`config.mk`:
```
export PLATFORM = sky130hd
export DESIGN_NAME = calc_sequencer
export DESIGN_NICKNAME = d
export VERILOG_FILES = /design/src/rtl/calc_pkg.sv /design/src/rtl/calc_cmd_fifo.sv /design/src/rtl/calc_sequencer.sv
export SDC_FILE = /design/constraint.sdc
export NUM_CORES = 1
export LEC_CHECK = 0
export BUFFER_PORTS_ARGS = -buffer_cell sky130_fd_sc_hd__buf_2
export CAP_MARGIN = 20
export CELL_PAD_IN_SITES_DETAIL_PLACEMENT = 0
export CELL_PAD_IN_SITES_GLOBAL_PLACEMENT = 1
export CORE_ASPECT_RATIO = 0.75
export CORE_UTILIZATION = 40
export DETAILED_ROUTE_END_ITERATION = 7
export PLACE_DENSITY = 0.68
export SLEW_MARGIN = 40
export SYNTH_ARGS = -nofsm -noshare
export SYNTH_HDL_FRONTEND = slang
export SYNTH_SLANG_ARGS = --single-unit
```
`constraint.sdc`:
```
create_clock -name clock_i -period 2.7 [get_ports clock_i]
set_input_delay 0.135 -clock clock_i [delete_from_list [all_inputs] [get_ports clock_i]]
set_output_delay 0.135 -clock clock_i [all_outputs]
set_load 0.01 [all_outputs]
```
`src/rtl/calc_pkg.sv`:
```
// Shared types for the calculator front-end and core: function codes, sequencer states, command record.
// Latency: n/a (types and constants only).
// Backpressure: n/a.
package calc_pkg;

    // Default operand width of the calculator datapath.
    localparam int CALC_W = 8;

    typedef enum logic [1:0] {
        FCT_ADD = 2'b00,
        FCT_SUB = 2'b01,
        FCT_MUL = 2'b10,
        FCT_DIV = 2'b11
    } fct_e;

    typedef enum logic [1:0] {
        IDLE,
        ISSUE,
        WAIT,
        RESP
    } seq_state_e;

    // Command record at the default width, as seen by the core.
    typedef struct packed {
        logic [CALC_W-1:0] a;
        logic [CALC_W-1:0] b;
        fct_e              fct;
    } cmd_t;

endpackage

```
`src/rtl/calc_cmd_fifo.sv`:
```
// Small in-order command FIFO with registered pointers and storage; pop data is read straight from storage.
// Latency: an entry pushed on edge N can be popped on edge N+1 (no same-cycle pass-through).
// Backpressure: full blocks pushes, empty blocks pops; a push and a pop in the same cycle both take effect.
module calc_cmd_fifo #(
    parameter int  DEPTH = 4,
    parameter type T     = logic [7:0]
) (
    input  logic clk,
    input  logic rst_n,
    input  logic push,
    input  T     din,
    input  logic pop,
    output T     dout,
    output logic full,
    output logic empty
);

    localparam int AW = $clog2(DEPTH);

    T             mem [DEPTH];
    logic [AW:0]  wr_ptr;
    logic [AW:0]  rd_ptr;
    logic         do_push;
    logic         do_pop;

    assign do_push = push && !full;
    assign do_pop  = pop && !empty;

    // The extra top bit tells full (wrap bits differ) from empty (pointers identical).
    assign full  = (wr_ptr[AW-1:0] == rd_ptr[AW-1:0]) && (wr_ptr[AW] != rd_ptr[AW]);
    assign empty = (wr_ptr == rd_ptr);
    assign dout  = mem[rd_ptr[AW-1:0]];

    // Pointer advance; reset drops everything buffered.
    always_ff @(posedge clk or negedge rst_n) begin
        if (!rst_n) begin
            wr_ptr <= '0;
            rd_ptr <= '0;
        end else begin
            if (do_push) begin
                wr_ptr <= wr_ptr + (AW+1)'(1);
            end
            if (do_pop) begin
                rd_ptr <= rd_ptr + (AW+1)'(1);
            end
        end
    end

    // Storage write; contents need no reset because the pointers gate every read.
    always_ff @(posedge clk) begin
        if (do_push) begin
            mem[wr_ptr[AW-1:0]] <= din;
        end
    end

endmodule

```
`src/rtl/calc_sequencer.sv`:
```
// Command front-end for the calculator core: buffers commands, issues them one at a time, returns res/rem/err.
// Latency: accept E0, pop E1, start E1..E2, response valid on the edge sampling done; div-by-zero responds after E1.
// Backpressure: cmd_ready_o = FIFO not full; a pending response blocks further issues until rsp_ready_i.
module calc_sequencer
    import calc_pkg::*;
#(
    parameter int width   = CALC_W,
    parameter int DEPTH   = 4,
    parameter int TIMEOUT = 64
) (
    input  logic                 clock_i,
    input  logic                 reset_i,
    input  logic                 cmd_valid_i,
    output logic                 cmd_ready_o,
    input  logic [width-1:0]     cmd_a_i,
    input  logic [width-1:0]     cmd_b_i,
    input  logic [1:0]           cmd_fct_i,
    output logic                 calc_start_o,
    output logic [width-1:0]     calc_a_o,
    output logic [width-1:0]     calc_b_o,
    output logic [1:0]           calc_fct_o,
    input  logic [2*width-1:0]   calc_res_i,
    input  logic [2*width-1:0]   calc_rem_i,
    input  logic                 calc_done_i,
    output logic                 rsp_valid_o,
    input  logic                 rsp_ready_i,
    output logic [2*width-1:0]   rsp_res_o,
    output logic [2*width-1:0]   rsp_rem_o,
    output logic                 rsp_err_o,
    output logic                 busy_o
);

    localparam int              WDW     = $clog2(TIMEOUT);
    localparam logic [WDW-1:0]  WD_LAST = WDW'(TIMEOUT - 1);

    // Same layout as calc_pkg::cmd_t, sized by this instance's operand width.
    typedef struct packed {
        logic [width-1:0] a;
        logic [width-1:0] b;
        fct_e             fct;
    } seq_cmd_t;

    seq_cmd_t           fifo_din;
    seq_cmd_t           fifo_dout;
    logic               fifo_push;
    logic               fifo_pop;
    logic               fifo_full;
    logic               fifo_empty;
    logic               div_zero;

    seq_state_e         state;
    seq_state_e         state_nxt;
    logic [WDW-1:0]     wdog;

    logic               rsp_ld;
    logic [2*width-1:0] rsp_res_nxt;
    logic [2*width-1:0] rsp_rem_nxt;
    logic               rsp_err_nxt;

    assign fifo_din  = '{a: cmd_a_i, b: cmd_b_i, fct: fct_e'(cmd_fct_i)};
    assign fifo_push = cmd_valid_i && !fifo_full;

    calc_cmd_fifo #(
        .DEPTH (DEPTH),
        .T     (seq_cmd_t)
    ) u_fifo (
        .clk   (clock_i),
        .rst_n (reset_i),
        .push  (fifo_push),
        .din   (fifo_din),
        .pop   (fifo_pop),
        .dout  (fifo_dout),
        .full  (fifo_full),
        .empty (fifo_empty)
    );

    assign div_zero     = (fifo_dout.fct == FCT_DIV) && (fifo_dout.b == '0);
    assign cmd_ready_o  = !fifo_full;
    assign calc_start_o = (state == ISSUE);
    assign rsp_valid_o  = (state == RESP);
    assign busy_o       = (state != IDLE) || !fifo_empty;

    // Sequencer state register.
    always_ff @(posedge clock_i or negedge reset_i) begin
        if (!reset_i) begin
            state <= IDLE;
        end else begin
            state <= state_nxt;
        end
    end

    // Next state, FIFO pop and the response value to capture on leaving IDLE/WAIT.
    always_comb begin
        state_nxt   = state;
        fifo_pop    = 1'b0;
        rsp_ld      = 1'b0;
        rsp_res_nxt = '0;
        rsp_rem_nxt = '0;
        rsp_err_nxt = 1'b0;
        case (state)
            IDLE: begin
                if (!fifo_empty) begin
                    fifo_pop = 1'b1;
                    if (div_zero) begin
                        // Never reaches the core: answer straight away with the dividend as remainder.
                        state_nxt   = RESP;
                        rsp_ld      = 1'b1;
                        rsp_err_nxt = 1'b1;
                        rsp_res_nxt = '1;
                        rsp_rem_nxt = {{width{1'b0}}, fifo_dout.a};
                    end else begin
                        state_nxt = ISSUE;
                    end
                end
            end
            ISSUE: begin
                state_nxt = WAIT;
            end
            WAIT: begin
                // done is checked first so it wins over a coincident timeout.
                if (calc_done_i) begin
                    state_nxt   = RESP;
                    rsp_ld      = 1'b1;
                    rsp_res_nxt = calc_res_i;
                    rsp_rem_nxt = (calc_fct_o == FCT_DIV) ? calc_rem_i : '0;
                end else if (wdog == WD_LAST) begin
                    state_nxt   = RESP;
                    rsp_ld      = 1'b1;
                    rsp_err_nxt = 1'b1;
                end
            end
            RESP: begin
                if (rsp_ready_i) begin
                    state_nxt = IDLE;
                end
            end
            default: begin
                state_nxt = IDLE;
            end
        endcase
    end

    // Operand registers: loaded on pop, held until the next pop so the core sees them stable.
    always_ff @(posedge clock_i or negedge reset_i) begin
        if (!reset_i) begin
            calc_a_o   <= '0;
            calc_b_o   <= '0;
            calc_fct_o <= '0;
        end else if (fifo_pop) begin
            calc_a_o   <= fifo_dout.a;
            calc_b_o   <= fifo_dout.b;
            calc_fct_o <= fifo_dout.fct;
        end
    end

    // Watchdog: cleared while issuing, counts every WAIT cycle.
    always_ff @(posedge clock_i or negedge reset_i) begin
        if (!reset_i) begin
            wdog <= '0;
        end else if (state == ISSUE) begin
            wdog <= '0;
        end else if (state == WAIT) begin
            wdog <= wdog + WDW'(1);
        end
    end

    // Response registers: captured once per command and held through RESP.
    always_ff @(posedge clock_i or negedge reset_i) begin
        if (!reset_i) begin
            rsp_res_o <= '0;
            rsp_rem_o <= '0;
            rsp_err_o <= 1'b0;
        end else if (rsp_ld) begin
            rsp_res_o <= rsp_res_nxt;
            rsp_rem_o <= rsp_rem_nxt;
            rsp_err_o <= rsp_err_nxt;
        end
    end

endmodule
```
# Word level (Yosys, flattened, before mapping)
# Memories as Yosys holds them, arrays and structs flattened.
# Cells that the tools add are included.
[word_totals]
memories = 1
ram_bits = 72
regBits = 65
output_inout_bits = 55
word_cells = 67
input_bits = 55
[classes]
n_eq_ne = 12
add_sub_neg = 3
n_reduce_logical = 13
mux = 28
[memory_table]
columns = ["name", "words", "width", "read_ports", "rd_ports_with_merged_regs", "wr", "line_no", "text"]
rows = [
  ["u_fifo.mem", 4, 18, 1, 0, 1, "calc_cmd_fifo.sv:20", "T mem [DEPTH];"],
]
[op_table]
columns = ["op", "n"]
rows = [
  ["2-to-1 mux 16 bit", 5],
  ["case mux 16 bit (2 select lines)", 2],
  ["2-to-1 mux 8 bit", 2],
  ["2-to-1 mux 6 bit", 2],
  ["2-to-1 mux 2 bit", 5],
  ["2-to-1 mux 1 bit", 9],
  ["equality test 2 bit, second input constant", 4],
  ["logical NOT 8 bit", 1],
  ["case mux 2 bit (4 select lines)", 1],
  ["adder 3 x 1 -> 3 bit, second input constant", 2],
  ["adder 6 x 1 -> 6 bit, second input constant", 1],
  ["equality test 6 bit, second input constant", 1],
  ["logical AND 1 bit", 5],
  ["case mux 1 bit (2 select lines)", 2],
  ["nonzero test 2 bit", 2],
  ["equality test 3 bit", 1],
  ["inequality test 3 bit, second input constant", 1],
  ["AND reduction 3 bit", 1],
  ["equality test 2 x 1 -> 1 bit, second input constant", 1],
  ["equality test 2 bit", 1],
  ["logical NOT 1 bit", 2],
  ["logical NOT 2 bit", 1],
  ["inequality test 2 x 1 -> 1 bit, second input constant", 1],
  ["inequality test 2 bit, second input constant", 1],
  ["2 further kinds", 2],
]

# Longest topological paths before layout
[depth]
ltp_word = 7
mapped_depth = 8
mapped_depth_nobuf = 6

# Hierarchy
# A second synthesis with hierarchy kept.
[hier_totals]
cells_unflattened = 360
hier_area_um2 = 5551.6
[modules_own_cells]
columns = ["mod", "seq_area_each_um2", "area_per_inst_um2", "instances", "cells_each"]
rows = [
  ["calc_cmd_fifo", 2312.2, 3080.5, 1, 143],
  ["calc_sequencer", 1476.4, 2471.1, 1, 217],
]

# Worst setup path before layout
# OpenSTA, ideal clock, no wires.
[synth_path]
kind = "flip-flop to flip-flop"
startpoint = "register u_fifo.rd_ptr[1]"
endpoint = "memory u_fifo.mem[3][0] (netlist bit), enable pin"
synth_period_minus_slack_ns = 2.220
required_ns = 2.323
setup_slack_ns = 0.480
n_path_buf = 2
setup_ns = 0.377
arrival_time_ns = 1.843
stages_incl_launch_ff = 6
path_cell_list = "dfrtp_1 -> buf_2 -> buf_2 -> xor2_1 -> o31a_1 -> and2_1"
[synth_via]
elab_chain_len = 7
[synth_rtl]
columns = ["item", "line_no", "text"]
rows = [
  ["start: declaration", "calc_cmd_fifo.sv:22", "logic [AW:0] rd_ptr;"],
  ["start signal: assignment", "calc_cmd_fifo.sv:44", "rd_ptr <= rd_ptr + (AW+1)'(1);"],
  ["equality test 2 bit *", "calc_cmd_fifo.sv:30", "assign full = (wr_ptr[AW-1:0] == rd_ptr[AW-1:0]) && (wr_ptr[AW] != rd_ptr[AW]);"],
  ["logical AND 1 bit *", "calc_cmd_fifo.sv:30", ""],
  ["logical NOT 1 bit *", "calc_cmd_fifo.sv:26, calc_sequencer.sv:61", ""],
  ["logical AND 1 bit", "calc_sequencer.sv:61", "assign fifo_push = cmd_valid_i && !fifo_full;"],
  ["logical AND 1 bit *", "calc_cmd_fifo.sv:26", "assign do_push = push && !full;"],
  ["2-to-1 mux 1 bit *", "calc_cmd_fifo.sv:51", "if (do_push) begin"],
  ["2-to-1 mux 1 bit (not written as such) *", "calc_cmd_fifo.sv:52", "mem[wr_ptr[AW-1:0]] <= din;"],
  ["end: declaration", "calc_cmd_fifo.sv:20", ""],
]
# Every way passes the cells marked *; elsewhere a longest branch is shown, timed or not.

# Worst setup path after layout
[layout_path]
startpoint = "register u_fifo.rd_ptr[1]"
endpoint = "register rsp_rem_o[8]"
[layout_via]
elab_chain_len = 6
word_cells_on_any_way = 8
classes_between = "eq/ne (2); mux (3); reduce/logical (2); memory (1)"
[layout_rtl]
columns = ["item", "line_no", "text"]
rows = [
  ["memory (4 x 18 bit)", "n/a", ""],
  ["logical NOT 8 bit / equality test 2 bit (equally long branches)", "calc_sequencer.sv:77", "assign div_zero = (fifo_dout.fct == FCT_DIV) && (fifo_dout.b == '0);"],
  ["logical AND 1 bit", "calc_sequencer.sv:77", ""],
  ["2-to-1 mux 1 bit", "calc_sequencer.sv:104", "if (div_zero) begin"],
  ["2-to-1 mux 1 bit *", "calc_sequencer.sv:102", "if (!fifo_empty) begin"],
  ["case mux 1 bit (2 select lines) *", "calc_sequencer.sv:100", "case (state)"],
  ["end signal: assignment", "calc_sequencer.sv:175", "rsp_rem_o <= rsp_rem_nxt;"],
  ["end: declaration", "calc_sequencer.sv:28", "output logic [2*width-1:0] rsp_rem_o,"],
]
# Marks and branches as above.
# A chain may end at the register's enable or synchronous reset.

==> summary.md <==
| Metric | Value |
|---|---|
| N_diodes | 0 |
| Worst setup EP type | flop |
| DIE AREA | 14700 um^2 |
| RR Startpoint | u_fifo.rd_ptr[1]$_DFFE_PN0P_ |
| Global-route wire length before repair | 21700 um |
| Pwr dens | 1190 nW/um^2 |
| CP required | 3000 ps |
| Initial antenna violation count | 0 |
| Largest cells by area after synthesis | edfxtp_1 38%, dfrtp_1 29%, mux4_2 7.1% |
| FF+latch count, synth | 137 |
| CTS buffer count | 17 |
| DP Cell Count | 692 |
| Worst R2R Path Depth | 5 |
| Clk_skew | 7.88 ps |
| Initial Util | 41.2% |
| Later-pin clock latency in the skew report | 420 ps |
| CP cell instances | buf_4, mux4_2, nor2_1, nand4_2, a32o_1 |
| Final Hold Viols | 0 |
| Final worst slack | 273 ps |
| Syn Inst Count | 410 |
| Yosys top cell area share | 38.0% |
| Hold Crit Class | input port to flop |
| Max-Cap Viols | 0 |
| CP Data Arrival Time | 2730 ps |
| Post-route ant nets | 0 |
| CTS tree | built |
| Root buf cell | clkbuf_16 |
| Status | finished, final reports clean |
| CP delay by family, top | flip-flops |
| Worst slew pin tran | 625 ps |
| Routed WL | 13300 um |
| Highest Clock Rate | 412 MHz |
| Chip height | 105 um |
| H-tree depth | 4 |
| Syn Std Cell Area | 5690 um^2 |
| Num Clock Sinks | 137 |
| Crit start category | flop |
| Deepest clock path buffer count | 2 |
| Final Max Tran Viols | 0 |
| Share of cells above drive strength 1 | 31.6% |
| Number of iterations in the first detailed-routing pass | 5 |
| Number of distinct library cells after synthesis | 42 |
| Avg Inst Size Synth | 13.9 um^2 |
| Met2 WL | 6180 um |
| Cell Count, Final, Fillers Out | 767 |
| Pleak | 3.27 nW |
| Sequential fraction of the synthesis area | 66.6% |
| Crit path max-delay cell type | dfrtp_1 |
| Row cnt | 37 |
| Vias in the first global route | 4107 |
| Final Core Density | 55.1% |
| Post-synth ARST share | 47.4% |
| Yosys top cell by area | edfxtp_1 |
| Worst Hold Path EP | rsp_rem_o[3]$_DFFE_PN0P_ |
| RSZ-0062 raised after global routing | no |
| DRT iter0 DRCs | 275 |
| Critical path buffers and inverters | 1 |
| Fill count | 1166 |
| I/O pin count | 110 |
| Origin of the worst setup path | u_fifo.rd_ptr[1]$_DFFE_PN0P_ |
| Ys Warns | 0 |
| Setup TNS Final | 0 ps |
| Drt via density | 5.13 |
| Hold_sp | calc_rem_i[3] |
| Critical Path Max Stage Delay | 620 ps |
| Crit-path max FO | 13 |
| Top Metal Used | met4 |
| VDD IR max | 0.536 mV |
| Commonest non-fill, non-tap cell in the layout | buf_2 |
| DR vias | 3932 |
| Reg2Reg Setup Slack | 270 ps |
| Reg2reg end | rsp_rem_o[8]$_DFFE_PN0P_ |
| EDFF count, synth | 72 |
| Number of nets in the layout | 644 |
| Dpl ws | 230 ps |
| Setup violators final | 0 |
| GRT Util Overall | 19.8% |
| Die width | 140 um |
| Port Buf Inserts | 109 |
| Post-layout min period | 2430 ps |
| Pin count of the biggest net entering global routing | 66 |
| Total congestion overflow | 0 |
| Ys flop type | edfxtp_1 |
| Met1 wire length | 6230 um |
| Remaining DRCs | 0 |
| Slew headroom | 57.9% |
| Worst hold slack | 30.6 ps |
| Wire length per cell | 17.3 um |
| CP Class | flop to flop |
| Clock slew at reported path FFs | 60 ps |
| Syn-to-layout area delta | 33.6% |
| Hold Path Cell Cnt | 4 |
| Post-DP HPWL | 9000 um |
| GPL Wtd Cong | 0.722 |
| Highest-count cells in the layout ignoring fill and taps | 109 x buf_2, 72 x edfxtp_1, 65 x dfrtp_1, 63 x nand2_1, 43 x dlygate4sd3_1 |
| Syn nets | 475 |
| Period utilization | 89.9% |
| Area of the core | 13800 um^2 |
| Met3 routed WL | 690 um |
| Buffer count from post-CTS setup fixing | 0 |
cells in the mapped netlist (9+ instances only):
master and number:
a41oi_1 9, edfxtp_1 72, o21ai_0 27, and2_1 12
ha_1 10, inv_1 9, mux4_2 18, clkbuf_1 15
dfrtp_1 65, nand2_1 63, nand3_1 34
layout make-up:
type	count	area [um^2]	area share, %
Timing Repair Buffer	174	1160	15.2
Inverter	9	33.8	0.445
Clock buffer	17	425	5.60
Clock inverter	15	210	2.77
Multi-Input combinational cell	240	1760	23.2
Tap cell	175	219	2.88
Sequential cell	137	3790	49.9
tightest hold or removal path: stages:
cell and delay (ps):
buf_2 70, and2_1 100, a41oi_1 40, o21ai_1 60
cells by family after synthesis:
kind of cell / count (synthesis) / share of synthesized area (%)
flops: 137 / 66.6
simple gates: 132 / 11.3
compound gates: 65 / 7.63
buf+inv: 33 / 2.71
mux: 21 / 7.68
xor+xnor: 12 / 1.85
fa+ha+maj: 10 / 2.20
layer usage:
| layer | global-route usage, % | vias to the layer above |
|---|---|---|
| met5 | 0 | - |
| met4 | 7.54 | 0 |
| met3 | 5.09 | 13 |
| met2 | 29.8 | 109 |
| met1 | 27.6 | 1955 |
| li1 | - | 1855 |
report_power, final:
group	internal, mW	leakage (nW)	switching (mW)
clock network	1.57	0.308	0.923
registers	2.94	1.48	0.370
logic	1.36	1.48	1.84
timing repair:
action                     4_1_cts  5_1_grt
hold buffers                    43        0
resized for setup                0        0
hold endpoints to repair       161        0
setup endpoints to repair        0        0
stage by stage:
step / total power, mW / area [um^2]
global placement: 6.48 / 6530
floorplan: 5.31 / 5690
finish: 9.01 / 7600
CTS: 9.12 / 7600
detailed placement: 6.55 / 6530
global route: 9.59 / 7600
flip-flops by register name, summed over array words and instances, names as in the netlist:
register / flops
state: 2
u_fifo.rd_ptr: 3
calc_a_o: 8
rsp_res_o: 16
calc_fct_o: 2
u_fifo.mem: 72
wdog: 6
u_fifo.wr_ptr: 3
calc_b_o: 8
rsp_err_o: 1
rsp_rem_o: 16
how the worst max path moves through the flow:
| stage | to | slack, ps | cells after the start |
|---|---|---|---|
| final | rsp_rem_o[8]$_DFFE_PN0P_ | 270 | 5 |
| after CTS | rsp_rem_o[8]$_DFFE_PN0P_ | 240 | 5 |
| after detailed placement | rsp_rem_o[8]$_DFFE_PN0P_ | 230 | 5 |
| after global routing | rsp_rem_o[8]$_DFFE_PN0P_ | 110 | 5 |
| after global placement | rsp_rem_o[8]$_DFFE_PN0P_ | 330 | 5 |
| after floorplan | u_fifo.mem[3][0]$_DFFE_PP_ | 480 | 5 |
(Power assumes the default switching activity.)
